## src/rtl/serial_adder_pkg.sv

```systemverilog
// serial_adder_pkg
//   Shared definitions for the bit-serial adder:
//   - state_t     : FSM state encoding (IDLE, RUN, DONE; 2'd3 is unused)
//   - cnt_width() : bit counter width, max(1, $clog2(width))
package serial_adder_pkg;

  typedef enum logic [1:0] {
    IDLE = 2'd0,
    RUN  = 2'd1,
    DONE = 2'd2
  } state_t;

  // A one-bit adder still needs a one-bit counter, hence the floor of 1.
  function automatic int cnt_width(input int width);
    int w;
    w = $clog2(width);
    return (w < 1) ? 1 : w;
  endfunction

endpackage

```

## src/rtl/serial_adder_fa_cell.sv

```systemverilog
// fa_cell
//   Purely combinational one-bit full adder.
//   Ports:
//     x, y : operand bits
//     ci   : carry in
//     s    : sum bit
//     co   : carry out
module fa_cell (
  input  logic x,
  input  logic y,
  input  logic ci,
  output logic s,
  output logic co
);

  assign s  = x ^ y ^ ci;
  assign co = (x & y) | (ci & (x ^ y));

endmodule

```

## src/rtl/serial_adder.sv

```systemverilog
// serial_adder
//   Bit-serial WIDTH-bit adder. Operands and carry-in are captured on an
//   accepted start, then one bit pair per clock (LSB first) goes through a
//   single fa_cell. The result accumulates in a shift register and a
//   one-cycle done pulse marks completion.
//   Ports:
//     clk, rst    : clock, synchronous active-high reset
//     start       : add request, sampled only in IDLE
//     a, b, cin   : operands and carry-in, captured on the accepted start
//     busy        : high in RUN or DONE
//     done        : one-cycle pulse, sum/cout valid
//     sum, cout   : result (a + b + cin) mod 2^WIDTH and carry out
module serial_adder
  import serial_adder_pkg::*;
#(
  parameter int WIDTH = 8
) (
  input  logic             clk,
  input  logic             rst,
  input  logic             start,
  input  logic [WIDTH-1:0] a,
  input  logic [WIDTH-1:0] b,
  input  logic             cin,
  output logic             busy,
  output logic             done,
  output logic [WIDTH-1:0] sum,
  output logic             cout
);

  localparam int            CW   = cnt_width(WIDTH);
  localparam logic [CW-1:0] LAST = CW'(WIDTH - 1);

  state_t           state_q, state_d;
  logic [WIDTH-1:0] sa_q, sa_d;
  logic [WIDTH-1:0] sb_q, sb_d;
  logic [WIDTH-1:0] rs_q, rs_d;
  logic             cy_q, cy_d;
  logic [CW-1:0]    cnt_q, cnt_d;

  logic fa_s;
  logic fa_co;

  fa_cell u_fa (
    .x  (sa_q[0]),
    .y  (sb_q[0]),
    .ci (cy_q),
    .s  (fa_s),
    .co (fa_co)
  );

  always_comb begin
    state_d = state_q;
    sa_d    = sa_q;
    sb_d    = sb_q;
    rs_d    = rs_q;
    cy_d    = cy_q;
    cnt_d   = cnt_q;
    case (state_q)
      IDLE: begin
        if (start) begin
          sa_d    = a;
          sb_d    = b;
          cy_d    = cin;
          rs_d    = '0;
          cnt_d   = '0;
          state_d = RUN;
        end
      end
      RUN: begin
        // New sum bit enters at the MSB; written with shifts rather than a
        // concatenation so that WIDTH=1 needs no zero-width slice.
        rs_d  = (rs_q >> 1) | (WIDTH'(fa_s) << (WIDTH - 1));
        sa_d  = sa_q >> 1;
        sb_d  = sb_q >> 1;
        cy_d  = fa_co;
        cnt_d = cnt_q + 1'b1;
        if (cnt_q == LAST) begin
          state_d = DONE;
        end
      end
      DONE: begin
        state_d = IDLE;
      end
      default: begin
        // Unused encoding 2'd3 falls back to IDLE.
        state_d = IDLE;
      end
    endcase
  end

  always_ff @(posedge clk) begin
    if (rst) begin
      state_q <= IDLE;
      sa_q    <= '0;
      sb_q    <= '0;
      rs_q    <= '0;
      cy_q    <= 1'b0;
      cnt_q   <= '0;
    end else begin
      state_q <= state_d;
      sa_q    <= sa_d;
      sb_q    <= sb_d;
      rs_q    <= rs_d;
      cy_q    <= cy_d;
      cnt_q   <= cnt_d;
    end
  end

  assign sum  = rs_q;
  assign cout = cy_q;
  assign done = (state_q == DONE);
  assign busy = (state_q != IDLE);

endmodule
```

## config.mk

```make
export PLATFORM = sky130hd
export DESIGN_NAME = serial_adder
export DESIGN_NICKNAME = d
export VERILOG_FILES = /design/src/rtl/serial_adder_pkg.sv /design/src/rtl/serial_adder_fa_cell.sv /design/src/rtl/serial_adder.sv
export SDC_FILE = /design/constraint.sdc
export NUM_CORES = 1
export LEC_CHECK = 0
export ABC_AREA = 1
export ABC_CLOCK_PERIOD_IN_PS = 1760
export CORE_UTILIZATION = 53
export DETAILED_ROUTE_END_ITERATION = 8
export GPL_TIMING_DRIVEN = 0
export PLACE_DENSITY = 0.81
export SLEW_MARGIN = 20
export SYNTH_ARGS = -nofsm -noshare
export SYNTH_HDL_FRONTEND = slang
export SYNTH_SLANG_ARGS = --single-unit
```

## constraint.sdc

```tcl
create_clock -name clk -period 1.76 [get_ports clk]
set_input_delay 0.528 -clock clk [delete_from_list [all_inputs] [get_ports clk]]
set_output_delay 0.528 -clock clk [all_outputs]
set_load 0.05 [all_outputs]
```

==> run_results.csv <==
group,metric,value,unit
place,port_buffers,30,
detailed_routing,wire_per_inst,10.5,microns
yosys,synth_most_common_cell,"nand2_1",
min_path,hp-class,"reg2reg",
critical_path,max_stage_delay,0.49,ns
timing,period_minus_slack,1.70,ns
critical_path,path_cells,"clkdlybuf4s15_1",
timing,holdWs,0.465,ns
place,place_congestion,0.792,
yosys,netlist_area,1420,sq um
timing,setup_viol,0,
min_path,hp-start,"sum[0]",
timing,relSlewSlack,68.3,%
global_routing,grt_max_degree,13,
global_routing,grt_pass1_wl,4.90,mm
detailed_routing,routed_via_density,4.76,
detailed_routing,ant_nets,0,
cells_and_area,final_nets,278,
cells_and_area,area_growth,27.1,%
critical_path,start_kind,"register",
timing,final.period_utilization,96.6,%
yosys,ys.flop_type,"dfxtp_1",
critical_path,critPathMaxFanout,2,
cts,cts.sink_count,30,
run,maxCapViolations,0,
yosys,synth_edf_count,0,
yosys,synth_top_cells_by_count,"nand2_1 (81), inv_1 (36), dfxtp_1 (30)",
critical_path,critPathTopFamily,"buffers and inverters",
global_routing,grt_usage,24.3,%
yosys,ys_ff_latch,30,
min_path,hold_depth,2,
timing,rsz0062_at_grt,"no",
floorplan,start_util,56.8,%
timing,finalSetupTns,0,ns
yosys,syn-instance-count,217,
place,numPlacedInstances,277,
floorplan,num_rows,18,
cells_and_area,design_area,1810,sq um
cells_and_area,drive_gt1_share,12.5,%
cells_and_area,instances_no_fill,286,
critical_path,cp_num_buf_inv,1,
place,dp_hpwl,2.00,mm
yosys,yosys.area.top_type_share,42.3,%
cts,cts_tree,"yes",
critical_path,reg2reg_to,"sb_q[1]",
detailed_routing,vias,1362,
power_and_ir_drop,ir_worst_vdd,0.562,mV
cts,worstSkewPairLatency,0.34,ns
cells_and_area,utilization,72.2,%
floorplan,chipHeight,53.8,microns
power_and_ir_drop,pwr_density_cell,804,nW/um^2
power_and_ir_drop,p_leak,0.876,nW
critical_path,criticalPathCategory,"reg2out",
cts,cts_made_buffers,5,
detailed_routing,wl,2.99,mm
cts,cts_htree_levels,2,
timing,tightest_slew,0.478,ns
cts,root_buffer,"clkbuf_4",
yosys,yosysWarnings,0,
detailed_routing,dr.pass1.iters,4,
cts,clk_pin_slew,0.09,ns
timing,hold_violations,0,
timing,max_freq,588,MHz
critical_path,crit_path_end_kind,"primary output",
yosys,synth_cell_type_count,17,
outcome,outcome,"completed",
critical_path,rr_startpoint,"state_q[0]",
yosys,avgSynthCellArea,6.54,sq um
floorplan,io_pins,31,
global_routing,gr-total-overflow,0,
global_routing,grt_pass1_vias,1179,
cts,cts_buffer_depth,2,
critical_path,cp_slowest_cell,"clkdlybuf4s15_1",
yosys,ys_seq_area_share,42.3,%
floorplan,fp.dieW,53.8,microns
critical_path,r2r_setup_slack,0.44,ns
global_routing,antenna_found_initial,0,
yosys,postSynth.asyncResetShare,0,%
critical_path,worstPathArrival,1.17,ns
min_path,hold_end,"sum[0]",
cells_and_area,num_antenna_cells,0,
floorplan,dieArea,2890,sq um
timing,final-max-slew-violation-count,0,
place,dpl-instance-area,1760,sq um
yosys,syn-num-nets,240,
yosys,synthTopCellsByArea,"dfxtp_1 (42%), nand2_1 (21%), inv_1 (9.5%)",
detailed_routing,drtIter0Drc,39,
timing,fin_skew,0.00989,ns
critical_path,reg2reg_depth,6,
yosys,synth_top_area_cell,"dfxtp_1",
floorplan,coreArea,2500,sq um
detailed_routing,drc,0,
critical_path,cp.required,1.23,ns
## power breakdown
group	total, mW	switching (mW)	internal [mW]
Combinational	0.283	0.161	0.122
Clock	0.431	0.237	0.193
Sequential	0.738	0.0175	0.720
Total	1.45	0.416	1.04
## cell families (layout without fill, tap and decap cells)
logic type	Yosys count	count (layout)	share of synthesized area, %
AND/OR/NAND/NOR	108	108	29.3
adder cells (fa/ha/maj)	3	3	3.17
AO/OA/AOI/OAI	29	29	11.0
flip-flops	30	30	42.3
buffers and inverters	47	86	14.3
## placed cells by master, fill, tap and decap left out, types with 3 or more instances in the layout
| master | n |
|---|---|
| buf_2 | 3 |
| nand3_1 | 4 |
| nand2_1 | 81 |
| clkbuf_4 | 5 |
| clkdlybuf4s50_1 | 19 |
| a21oi_1 | 26 |
| buf_4 | 7 |
| clkbuf_2 | 6 |
| nor2_1 | 19 |
| clkbuf_1 | 3 |
| dfxtp_1 | 29 |
| inv_1 | 35 |
## metrics by stage
| step | total power [mW] | setup slack [ns] |
|---|---|---|
| 4_1_cts | 1.46 | 0.00129 |
| 5_1_grt | 1.54 | 0.00118 |
| 2_1_floorplan | 0.937 | 0.166 |
| 3_3_place_gp | 1.03 | -0.337 |
| 3_5_place_dp | 1.03 | -0.337 |
| 6_report | 1.45 | 0.0603 |
## sequential cells by signal (all words and copies together), names as in the netlist
signal,flops
sa_q,8
sum,8
cout,1
state_q,2
cnt_q,3
sb_q,8
## how the worst max path moves through the flow
stage	endpoint	start	depth (start not counted)	slack [ns]
2_1_floorplan	done	state_q[0]	3	0.17
3_3_place_gp	done	state_q[0]	4	-0.34
3_5_place_dp	done	state_q[0]	4	-0.34
4_1_cts	sum[4]	sum[4]	1	0.001
5_1_grt	cout	cout	1	0.001
6_report	cout	cout	1	0.06
## per-layer routing
layer | part of all wire [%] | vias up | global-route usage (%)
met5 | 0 | - | 0
met4 | 1.4 | 0 | 10.5
met3 | 7.0 | 4 | 9.32
met2 | 45 | 39 | 38.3
met1 | 47 | 599 | 29.3
li1 | - | 720 | -
## what timing repair did
action | in CTS | in global routing
pin swaps | 0 | 0
setup buffers | 0 | 2
endpoints found under the setup margin | 11 | 9
gates cloned | 0 | 0
resized for setup | 33 | 9
hold buffers | 0 | 0
## area by class of cell
| type | count | area (sq um) |
|---|---|---|
| flip-flops and latches | 30 | 604 |
| multi-input cells | 140 | 627 |
| fillers | 218 | 694 |
| clock inverters | 1 | 5.00 |
| well taps | 30 | 37.5 |
| repair buffers | 32 | 282 |
| plain buffers | 9 | 56.3 |
| inverters | 37 | 139 |
| clock buffers | 7 | 55.1 |
(Power assumes the default switching activity.)
